$ cat src/rtl/multiword_add_seq.sv
// multiword_add_seq
//   Multi-precision add/subtract sequencer. A single WIDTH-bit carry adder is
//   reused once per word, least significant word first. The carry between
//   words is held in an internal register.
//
// Ports
//   clk       rising-edge clock
//   reset     asynchronous, active-low reset
//   start     operation request, accepted only while ready=1
//   ready     high in IDLE
//   sub       0: a+b+cin, 1: a-b (b inverted, carry-in forced to 1)
//   cin       carry-in for word 0 when sub=0
//   nwords    active word count (0 or >WORDS selects WORDS)
//   a_in      operand a, word k at [k*WIDTH +: WIDTH]
//   b_in      operand b, same layout
//   sum       result; words at or above the active count read 0
//   cout      carry out of the last active word (sub: 1 = no borrow)
//   overflow  signed overflow of the active-width result
//   busy      high while words are being processed
//   done      one-cycle pulse when the result is valid
module multiword_add_seq #(
  parameter int WIDTH = 32,
  parameter int WORDS = 4,
  parameter int NW    = $clog2(WORDS + 1)
) (
  input  logic                   clk,
  input  logic                   reset,
  input  logic                   start,
  output logic                   ready,
  input  logic                   sub,
  input  logic                   cin,
  input  logic [NW-1:0]          nwords,
  input  logic [WIDTH*WORDS-1:0] a_in,
  input  logic [WIDTH*WORDS-1:0] b_in,
  output logic [WIDTH*WORDS-1:0] sum,
  output logic                   cout,
  output logic                   overflow,
  output logic                   busy,
  output logic                   done
);

  localparam int KW = (WORDS > 1) ? $clog2(WORDS) : 1;

  typedef enum logic [1:0] {IDLE, RUN, DONE} state_t;

  state_t state, state_nxt;

  logic [WIDTH*WORDS-1:0] a_lat;
  logic [WIDTH*WORDS-1:0] b_lat;
  logic [KW-1:0]          k;
  logic [KW-1:0]          k_last;
  logic [KW-1:0]          n_clamp;
  logic                   carry;
  logic [WIDTH-1:0]       a_word;
  logic [WIDTH-1:0]       b_word;
  logic [WIDTH-1:0]       add_sum;
  logic                   add_cout;
  logic                   accept;
  logic                   last;

  // Index of the last active word; out-of-range counts select the full width.
  always_comb begin
    n_clamp = KW'(WORDS - 1);
    if (nwords != '0 && 32'(nwords) <= WORDS) n_clamp = KW'(nwords - 1'b1);
  end

  assign accept = (state == IDLE) && start;
  assign last   = (k == k_last);

  // Shared carry adder, fed the current word of the latched operands.
  always_comb begin
    a_word = a_lat[k*WIDTH +: WIDTH];
    b_word = b_lat[k*WIDTH +: WIDTH];
    {add_cout, add_sum} = {1'b0, a_word} + {1'b0, b_word} + (WIDTH + 1)'(carry);
  end

  always_ff @(posedge clk or negedge reset) begin
    if (!reset) state <= IDLE;
    else        state <= state_nxt;
  end

  always_comb begin
    state_nxt = state;
    ready     = 1'b0;
    busy      = 1'b0;
    done      = 1'b0;
    unique case (state)
      IDLE: begin
        ready = 1'b1;
        if (start) state_nxt = RUN;
      end
      RUN: begin
        busy = 1'b1;
        if (last) state_nxt = DONE;
      end
      DONE: begin
        done      = 1'b1;
        state_nxt = IDLE;
      end
      default: state_nxt = IDLE;
    endcase
  end

  // Subtraction is a + ~b + 1, so b is inverted once at accept and the
  // initial carry forced high. k stops at the last word instead of wrapping.
  always_ff @(posedge clk or negedge reset) begin
    if (!reset) begin
      a_lat    <= '0;
      b_lat    <= '0;
      k        <= '0;
      k_last   <= '0;
      carry    <= 1'b0;
      sum      <= '0;
      cout     <= 1'b0;
      overflow <= 1'b0;
    end else if (accept) begin
      a_lat    <= a_in;
      b_lat    <= sub ? ~b_in : b_in;
      k        <= '0;
      k_last   <= n_clamp;
      carry    <= sub | cin;
      sum      <= '0;
      cout     <= 1'b0;
      overflow <= 1'b0;
    end else if (state == RUN) begin
      sum[k*WIDTH +: WIDTH] <= add_sum;
      carry                 <= add_cout;
      if (last) begin
        cout     <= add_cout;
        // carry into the MSB is a^b^sum at that bit
        overflow <= add_cout ^ (a_word[WIDTH-1] ^ b_word[WIDTH-1] ^ add_sum[WIDTH-1]);
      end else begin
        k <= k + 1'b1;
      end
    end
  end

endmodule

$ cat config.mk
export PLATFORM = sky130hd
export DESIGN_NAME = multiword_add_seq
export DESIGN_NICKNAME = d
export VERILOG_FILES = /design/src/rtl/multiword_add_seq.sv
export SDC_FILE = /design/constraint.sdc
export NUM_CORES = 1
export LEC_CHECK = 0
export BUFFER_PORTS_ARGS = -buffer_cell sky130_fd_sc_hd__buf_2
export CAP_MARGIN = 5
export CORE_ASPECT_RATIO = 1.25
export CORE_MARGIN = 3
export CORE_UTILIZATION = 40
export DETAILED_ROUTE_END_ITERATION = 7
export PLACE_DENSITY = 0.65
export SLEW_MARGIN = 20
export SYNTH_ARGS = -nofsm -noshare
export SYNTH_HDL_FRONTEND = slang
export SYNTH_SLANG_ARGS = --single-unit
$ cat constraint.sdc
create_clock -name clk -period 5.3 [get_ports clk]
set_input_delay 0.265 -clock clk [delete_from_list [all_inputs] [get_ports clk]]
set_output_delay 0.265 -clock clk [all_outputs]
set_load 0.05 [all_outputs]
==> summary.txt, run 1 <==
Job
  • Max cap viols: 0

Die
  • Row count: 87
  • Die Ht: 248 um
  • Die Wd: 199 um
  • Die area: 0.0494 mm^2
  • Core area: 0.0456 mm^2
  • I/O pins: 397
  • Initial core utilization: 41.0%

Min path
  • Hold Path Class: input port to flop

Drt
  • Via count: 15,500
  • DRC violations left: 0
  • Iteration-0 DRC Markers: 843
  • Vias per cell: 5.27
  • Wire per inst: 19.8 um
  • Final ANT Viol Nets: 0
  • Final WL: 58,400 um
  • TritonRoute pass-1 iters: 5

Timing
  • Final Max Tran Viols: 0
  • Tcrit/Tclk final: 84.7%
  • RSZ-0062 raised after global routing: false
  • Setup slack after layout: 0.813 ns
  • Final Hold Violating Endpoints: 0
  • Post-route setup TNS: 0 ns
  • Rel. slew slack: 27.6%
  • Fin crit period: 4.49 ns
  • Achievable clock frequency: 223 MHz
  • Setup Skew: 0.0228 ns
  • Worst slew pin tran: 1.08 ns
  • Setup violators final: 0

Worst setup path
  • RR Endpoint: sum[92]
  • Crit Path Category: flop to flop
  • Crit path from: k[0]
  • Critical Path Sink: sum[92]
  • Reg-to-Reg Start: k[0]
  • Crit end category: flop
  • FF-to-FF path depth: 11
  • CP required: 5.79 ns
  • Crit path max fanout: 22
  • Worst setup SP type: flop
  • R2R setup slack: 0.81 ns
  • CP arrival: 4.98 ns

Clocking
  • Htree depth: 2
  • CTS Root Cell: clkbuf_16
  • Worst-path clk slew: 0.06 ns
  • Clock latency on the worst-skew pair: 0.57 ns
  • Maximum clock path buffer count: 3
  • Post-CTS sizing: 0
  • CTS Buf Count: 42
  • Clock Sinks: 393
  • Setup Fix Bufs, Post-CTS: 0
  • TritonCTS clock tree: done
  • # hold bufs at CTS: 202

Finish
  • Share of cells above drive strength 1: 24.1%
  • Final net count: 2,645
  • Commonest non-fill, non-tap cell in the layout: nand2_1
  • Area grow syn2layout: 31.4%
  • Most frequent cells in the layout: nand2_1 (566), buf_2 (394), dfrtp_1 (391)

Place
  • Buffers on Ports: 396
  • DP Wirelength: 39,900 um
  • Placer Congestion: 0.886
  • Post-Place Setup Slack: 0.764 ns

GRT
  • Total global-route track usage: 23.4%
  • Grt ovf: 0
  • Initial antenna violation count: 1
  • First-pass GRT wire length: 90,400 um
  • Vias in the first global route: 16,200
  • Largest net degree at the start of global routing: 212

Logic synthesis
  • Synthesized cell area: 0.0187 mm^2
  • Flops & latches, synth: 393
  • Synth cell types: 57
  • Post-synth ARST share: 100%
  • Avg Cell Area, Syn: 10.4 um^2
  • EDFF count, synth: 0
  • Syn. warnings: 0
  • Ys flop type: dfrtp_1
  • Seq/Total Area, Yosys: 52.6%
  • Syn_nets: 2,104
  • Syn Inst Count: 1,802

Power
  • P_leak: 12.1 nW
  • Pwr dens: 702 mW/mm^2
  • Peak supply drop: 0.401 mV

Outcome
  • Run status: completed
[kinds of logic after synthesis]
family / Yosys count / share of synthesized area [%]
AO/OA/AOI/OAI: 368 / 12.9
XOR/XNOR: 160 / 7.50
adder cells (fa/ha/maj): 38 / 2.62
buffers and inverters: 131 / 2.66
flip-flops: 393 / 52.6
multiplexers: 72 / 8.16
AND/OR/NAND/NOR: 640 / 13.5
[area by class of cell]
cell class | count | area (um^2)
fillers | 3856 | 21000
flip-flops and latches | 393 | 9840
multi-input cells | 1278 | 8430
repair buffers | 618 | 4220
clock buffers | 61 | 1230
well taps | 578 | 723
clock inverters | 9 | 91.3
inverters | 10 | 37.5
diodes | 1 | 2.50
[metal layers]
metal / routed length [um] / vias to the layer above / GRT usage, %
met2: 28200 / 547 / 39.2
li1: - / 7231 / -
met5: 0 / - / 0
met1: 24800 / 7636 / 30.7
met3: 3240 / 122 / 3.77
met4: 2160 / 0 / 9.03
[worst min-delay path by stage]
stage          depth (start not counted)      start          to  slack (ns)
3_5_place_dp                           1      reset   a_lat[77]        0.42
2_1_floorplan                          0      reset    a_lat[0]       -0.03
3_3_place_gp                           1      reset   a_lat[77]        0.42
6_report                               3   b_in[23]   b_lat[23]        0.02
4_1_cts                                3  b_in[107]  b_lat[107]       0.001
5_1_grt                                3   b_in[23]   b_lat[23]        0.01
[power by group]
part / leakage [nW] / total, mW / switching [mW] / internal, mW
registers: 5.05 / 4.92 / 0.736 / 4.18
clock network: 0.652 / 2.85 / 1.20 / 1.66
logic: 6.37 / 9.49 / 6.24 / 3.25
[worst max-delay path: stages (launching register included)]
cell	delay, ns
dfrtp_4	0.73
mux4_2	0.59
fa_1	0.48
fa_1	0.46
a211oi_2	0.26
o21ai_2	0.13
o211ai_1	0.26
a21oi_1	0.17
o31ai_1	0.57
o21ai_0	0.22
xor2_1	0.34
a22o_1	0.20
[registers in the layout, indices dropped and copies added, names as in the netlist]
register / flops
a_lat: 128
overflow: 1
b_lat: 128
k: 2
state: 2
carry: 1
cout: 1
sum: 128
k_last: 2
[per-stage QoR]
stage | area [um^2] | util [%] | total power [mW] | hold slack, ns | cells
after floorplan | 18700 | - | 11.3 | -0.0306 | 1802
after global placement | 21200 | 46.5 | 14.0 | 0.416 | 2674
after detailed placement | 21200 | 46.5 | 14.3 | 0.416 | 2674
after CTS | 24500 | 53.8 | 17.3 | 0.00136 | 2946
after global routing | 24600 | 53.9 | 18.5 | 0.0109 | 2948
final | 24600 | 53.9 | 17.3 | 0.0224 | 2948
[synth_stat cells (2+ instances only)]
cell type  count  share of area, %
nand2_1      567                11
dfrtp_1      393                53
o21ai_0      155               4.1
xnor2_1      151               7.1
a22o_1       106               5.0
clkbuf_1     102               2.0
mux4_2        64               7.7
a21oi_1       46               1.2
ha_1          36               2.4
nor2_1        30              0.60
buf_1         15              0.30
a21o_1        14              0.56
inv_1          9              0.18
xor2_1         9              0.42
o21ai_1        8              0.21
mux2i_1        7              0.37
nand3_1        7              0.19
nand2b_1       6              0.20
nand4_1        5              0.17
o21bai_1       5              0.20
a221o_1        4              0.21
a31oi_1        4              0.13
buf_2          4              0.11
nor2b_1        4              0.13
o211ai_1       4              0.16
o21a_1         4              0.16
a211oi_2       3              0.20
nor3_1         3             0.080
nor3b_1        3              0.12
a211oi_1       2             0.080
a221oi_1       2             0.094
fa_1           2              0.21
or2_2          2             0.067
or3_1          2             0.067
or4_1          2             0.080
Power figures use the tool's default switching activity.
==> run 2, diff against run 1 <==
clock period = 4.6 ns   (was 5.3 ns; I/O delays follow)
==> summary.txt, run 2 (same netlist as run 1, synthesis figures left out) <==
Outcome
  • Run status: completed

Die
  • I/O pins: 397 (unchanged)
  • Die area: 0.0494 mm^2 (unchanged)
  • Die Ht: 248 um (unchanged)
  • Die Wd: 199 um (unchanged)
  • Row count: 87 (unchanged)
  • Initial core utilization: 41.0% (unchanged)
  • Core area: 0.0456 mm^2 (unchanged)

Timing
  • Rel. slew slack: 26.3% (-1.3 points)
  • Achievable clock frequency: 236 MHz (+6.0%)
  • Setup slack after layout: 0.367 ns (-0.446 ns)
  • Fin crit period: 4.23 ns (-0.254 ns)
  • Final Hold Violating Endpoints: 0 (unchanged)
  • Final Max Tran Viols: 0 (unchanged)
  • Post-route setup TNS: 0 ns (unchanged)
  • Tcrit/Tclk final: 92.0% (+7.4 points)
  • Setup violators final: 0 (unchanged)
  • Setup Skew: 0.0256 ns (+0.00281 ns)
  • Worst slew pin tran: 1.10 ns (+0.0226 ns)
  • RSZ-0062 raised after global routing: false

GRT
  • Initial antenna violation count: 8 (+7)
  • Total global-route track usage: 23.9% (+0.45 points)
  • First-pass GRT wire length: 92,000 um (+1.7%)
  • Vias in the first global route: 16,500 (+1.8%)
  • Largest net degree at the start of global routing: 205 (-3.3%)
  • Grt ovf: 0 (unchanged)

Place
  • Buffers on Ports: 396 (unchanged)
  • DP Wirelength: 39,600 um (-0.93%)
  • Post-Place Setup Slack: 0.356 ns (-0.408 ns)
  • Placer Congestion: 0.861 (-2.8%)
  • Post-Place Cells: 2,676 (+0.075%)

Worst setup path
  • Crit end category: flop
  • Slowest-stage cell, CP: o31ai_1
  • CP required: 5.09 ns (-0.70 ns)
  • CP arrival: 4.73 ns (-0.25 ns)
  • Worst setup SP type: flop
  • Crit path max fanout: 5 (-77%)
  • Crit-path cells: mux4_2, fa_1, fa_1, a211oi_2, o21ai_2, o211ai_1, a21oi_1, o31ai_1, o21ai_0, xor2_1, a22o_1
  • Crit Path Category: flop to flop
  • Top cell by count, worst path: fa_1
  • Slowest stage delay, CP: 0.61 ns (-0.12 ns)

Drt
  • Vias per cell: 5.31 (+0.68%)
  • Iteration-0 DRC Markers: 935 (+11%)
  • Met1 WL: 25,100 um (+1.3%)
  • Via count: 15,900 (+2.4%)
  • WL met3: 3330 um (+2.8%)
  • Wire per inst: 20.0 um (+0.76%)
  • Wire length on met2: 28,600 um (+1.5%)
  • Final ANT Viol Nets: 0 (unchanged)
  • DRC violations left: 0 (unchanged)
  • Final WL: 59,800 um (+2.5%)
  • TritonRoute pass-1 iters: 5 (unchanged)
  • Highest Signal Layer: met5

Finish
  • Final Non-Filler Cells: 2,999 (+1.7%)
  • Area grow syn2layout: 34.0%
  • Final net count: 2,686 (+1.6%)
  • Commonest non-fill, non-tap cell in the layout: nand2_1
  • Final design utilization: 55.0% (+1.1 points)
  • Share of cells above drive strength 1: 23.6% (-0.42 points)
  • Most frequent cells in the layout: nand2_1 (566), buf_2 (394), dfrtp_1 (391)
  • Biggest regs: a_lat x128, b_lat x128, sum x128

Power
  • Switching Fraction: 47.2% (-0.093 points)
  • Sequential power share: 27.7% (-0.8 points)
  • Peak supply drop: 0.454 mV (+13%)
  • Internal power: 10.6 mW (+17%)
  • Pwr Total: 20.1 mW (+17%)
  • Pwr dens: 804 mW/mm^2 (+14%)
  • Clock power frac: 16.8% (+0.3 points)
  • P_leak: 12.3 nW (+1.5%)
  • Combinational Power Share: 55.5% (+0.5 points)
  • Psw: 9.52 mW (+16%)

Clocking
  • # hold bufs at CTS: 243 (+20%)
  • Post-CTS sizing: 0 (unchanged)
  • Clock latency on the worst-skew pair: 0.57 ns (about the same)
  • CTS Buf Count: 41 (-2.4%)
  • Maximum clock path buffer count: 3 (unchanged)
  • Setup Fix Bufs, Post-CTS: 0 (unchanged)
  • Worst-path clk slew: 0.07 ns (about the same)
  • TritonCTS clock tree: done
  • Htree depth: 2 (unchanged)
  • Clock Sinks: 393 (unchanged)
  • CTS Root Cell: clkbuf_16

Job
  • Max cap viols: 0 (unchanged)

Min path
  • Hold Path Class: input port to flop
run 2: cell count changes in the layout (fill, tap and decap cells not counted), moves of 2 or more:
cell	before	now
buf_12	2	6
clkinvlp_4	1	3
buf_4	17	15
dlygate4sd3_1	202	243
diode_2	1	10
clkbuf_8	11	5
bufinv_16	1	5
run 2: path summary, 6_finish.rpt:
path	startpoint	endpoint	slack [ns]	cells after the start
worst max-delay path	k[0]	sum[92]	0.37	11
worst min-delay path	nwords[0]	k_last[0]	0.03	4
worst max register to register	k[0]	sum[92]	0.37	11
worst min register to register	a_lat[119]	a_lat[119]	0.47	2
max in group asynchronous	reset	a_lat[88]	2.98	3
min in group asynchronous	reset	a_lat[75]	0.37	2
run 2: routing by layer:
| layer | track usage (%) | up-vias |
|---|---|---|
| met3 | 4.14 | 172 |
| met4 | 10.5 | 2 |
| met5 | 0 | - |
| met1 | 31.2 | 7798 |
| met2 | 39.3 | 614 |
| li1 | - | 7327 |
run 2: power by group through the flow:
stage	Clock, mW	Combinational (mW)	Sequential [mW]
after detailed placement	0	10.9	5.62
final	3.39	11.2	5.58
after CTS	3.46	11.1	5.56
after global placement	0	10.7	5.55
after global routing	3.59	12.2	5.73
after floorplan	0	6.89	6.12
run 2: area by class of cell:
cell class | instances | area, um^2
well taps | 578 | 723
diodes | 10 | 25.0
clock buffers | 55 | 1130
clock inverters | 15 | 215
repair buffers | 660 | 4660
inverters | 10 | 37.5
fillers | 3780 | 20500
flip-flops and latches | 393 | 9840
multi-input cells | 1278 | 8430
run 2: worst max-delay path, delay by kind of cell, from the launching register on:
kind	cells	cell delay (ns)
AO/OA/AOI/OAI	7	1.84
adder cells (fa/ha/maj)	2	0.95
multiplexers	1	0.53
flip-flops	1	0.47
XOR/XNOR	1	0.37
run 2: through the flow:
step                hold WS, ns  cell area [um^2]
floorplan               -0.0656             18700
global placement          0.393             21300
detailed placement        0.400             21300
CTS                    0.000312             25000
global route             0.0182             25100
finish                   0.0288             25100
==> run 3, diff against run 2 <==
clock period = 4.1 ns   (was 4.6 ns; I/O delays follow)
==> summary.txt, run 3 (same netlist as run 1, synthesis figures left out) <==
Power
  • Psw: 10.8 mW (+14%)
  • Combinational Power Share: 56.0% (+0.5 points)
  • Clock power frac: 16.9% (about the same)
  • P_leak: 12.4 nW (+1.3%)
  • Pwr dens: 908 mW/mm^2 (+13%)
  • Switching Fraction: 46.9% (-0.32 points)
  • Sequential power share: 27.2% (-0.5 points)
  • Pwr Total: 23.1 mW (+15%)
  • Peak supply drop: 0.540 mV (+19%)
  • Internal power: 12.3 mW (+15%)

Timing
  • Final Max Tran Viols: 0 (unchanged)
  • Worst slew pin tran: 1.12 ns (+0.0155 ns)
  • Tcrit/Tclk final: 97.0% (+4.9 points)
  • RSZ-0062 raised after global routing: false
  • Rel. slew slack: 25.4% (-0.87 points)
  • Fin crit period: 3.98 ns (-0.257 ns)
  • Setup Skew: 0.0178 ns (-0.00778 ns)
  • Achievable clock frequency: 252 MHz (+6.5%)
  • Setup violators final: 0 (unchanged)
  • Final Hold Violating Endpoints: 0 (unchanged)

Drt
  • Vias per cell: 5.27 (-0.75%)
  • Final WL: 60,100 um (+0.35%)
  • TritonRoute pass-1 iters: 5 (unchanged)
  • Wire per inst: 19.8 um (-0.58%)
  • Iteration-0 DRC Markers: 855 (-8.6%)
  • Via count: 15,900 (+0.18%)
  • Final ANT Viol Nets: 0 (unchanged)
  • DRC violations left: 0 (unchanged)

GRT
  • Initial antenna violation count: 10 (+2)
  • Total global-route track usage: 24.2% (+0.28 points)
  • Largest net degree at the start of global routing: 241 (+18%)
  • First-pass GRT wire length: 93,000 um (+1.1%)
  • Grt ovf: 0 (unchanged)
  • Vias in the first global route: 16,700 (+1.4%)

Worst setup path
  • Crit path from: k[0]
  • Crit Path Category: flop to flop
  • FF-to-FF path depth: 12 (+1)
  • Worst setup SP type: flop
  • Crit end category: flop
  • CP required: 4.60 ns (-0.49 ns)
  • CP arrival: 4.47 ns (-0.26 ns)
  • Crit path max fanout: 5 (unchanged)
  • R2R setup slack: 0.12 ns (-0.24 ns)
  • Reg-to-Reg Start: k[0]
  • RR Endpoint: sum[94]

Place
  • Buffers on Ports: 396 (unchanged)
  • Cell Area, Placed: 0.0213 mm^2 (+0.29%)
  • Post-Place Cells: 2,681 (+0.19%)
  • DP Wirelength: 39,400 um (-0.31%)
  • Placer Congestion: 0.859 (-0.20%)

Die
  • Row count: 87 (unchanged)
  • Core area: 0.0456 mm^2 (unchanged)
  • Die Ht: 248 um (unchanged)
  • Die area: 0.0494 mm^2 (unchanged)
  • Die Wd: 199 um (unchanged)
  • I/O pins: 397 (unchanged)
  • Initial core utilization: 41.0% (unchanged)

Finish
  • Multi-input logic area: 0.00849 mm^2 (+0.71%)
  • Final Non-Filler Cells: 3,027 (+0.93%)
  • Share of cells above drive strength 1: 24.1% (+0.51 points)
  • Biggest regs: a_lat x128, b_lat x128, sum x128
  • Most frequent cells in the layout: nand2_1 (566), buf_2 (394), dfrtp_1 (391)
  • Final instance area: 0.0254 mm^2 (+1.5%)
  • Commonest non-fill, non-tap cell in the layout: nand2_1
  • Filler cells: 3,742 (-1.0%)
  • Area grow syn2layout: 36.1%
  • Register Area: 0.00984 mm^2 (unchanged)
  • Final net count: 2,710 (+0.89%)

Clocking
  • CTS Root Cell: clkbuf_16
  • CTS Buf Count: 42 (+2.4%)
  • Clock latency on the worst-skew pair: 0.57 ns (about the same)
  • TritonCTS clock tree: done
  • Worst-path clk slew: 0.06 ns (about the same)
  • Clock Sinks: 393 (unchanged)
  • Htree depth: 2 (unchanged)
  • Maximum clock path buffer count: 3 (unchanged)

Min path
  • Hold endpoint: b_lat[67]
  • HP Start: b_in[67]
  • Hold Path Class: input port to flop
  • Worst Hold Depth: 3 (-1)

Job
  • Max cap viols: 0 (unchanged)

Outcome
  • Run status: completed
## run 3: critical path, cell delays in order, from the launching register on
cell      delay [ns]
dfrtp_4         0.51
mux4_2          0.55
fa_1            0.49
fa_1            0.46
a211oi_2        0.26
o21ai_2         0.13
o21ai_1         0.23
a211oi_2        0.14
a31oi_2         0.32
nor3_2          0.10
nand3_1         0.13
mux2i_2         0.37
a221o_1         0.21
## run 3: power groups by stage
stage | clock, mW | sequential [mW] | combinational (mW)
2_1_floorplan | 0 | 6.86 | 7.73
4_1_cts | 3.98 | 6.24 | 12.7
3_5_place_dp | 0 | 6.30 | 12.4
6_report | 3.90 | 6.27 | 12.9
5_1_grt | 4.14 | 6.44 | 14.1
3_3_place_gp | 0 | 6.22 | 12.2
## run 3: layer usage
layer | GRT usage (%) | up-vias | part of all wire, %
li1 | - | 7392 | -
met1 | 31.2 | 7762 | 41
met2 | 40.0 | 625 | 48
met3 | 4.36 | 160 | 6.4
met4 | 10.8 | 2 | 4.5
met5 | 0 | - | 0.022
## run 3: final cells by class
| cell class | instances | share of cell area (%) |
|---|---|---|
| clock inverters | 20 | 1.03 |
| repair buffers | 683 | 19.4 |
| multi-input cells | 1278 | 33.4 |
| well taps | 578 | 2.84 |
| inverters | 10 | 0.148 |
| flip-flops and latches | 393 | 38.7 |
| diodes | 10 | 0.0984 |
| clock buffers | 55 | 4.48 |
## run 3: through the flow
step / util (%) / hold WS, ns / worst slack, ns / TNS, ns
final: 55.8 / 0.0438 / 0.124 / 0
after global routing: 55.8 / 0.0372 / 0.0101 / 0
after CTS: 55.5 / 0.00312 / 0.0159 / 0
after detailed placement: 46.8 / 0.394 / -0.0998 / -0.337
after global placement: 46.8 / 0.386 / -0.0366 / -0.0791
after floorplan: - / -0.0906 / 0.0693 / 0
## run 3: repair_timing
item / in CTS / in global routing
endpoints found under the hold margin: 376 / 1
cloned: 0 / 1
hold buffers: 258 / 1
endpoints found under the setup margin: 4 / 26
gates resized for setup: 1 / 9
buffers inserted: 0 / 1
## run 3: worst max path at each step
stage | end | cells past startpoint
after floorplan | sum[92] | 13
final | sum[94] | 12
after global placement | sum[92] | 11
after CTS | sum[63] | 12
after detailed placement | sum[92] | 11
after global routing | sum[63] | 12
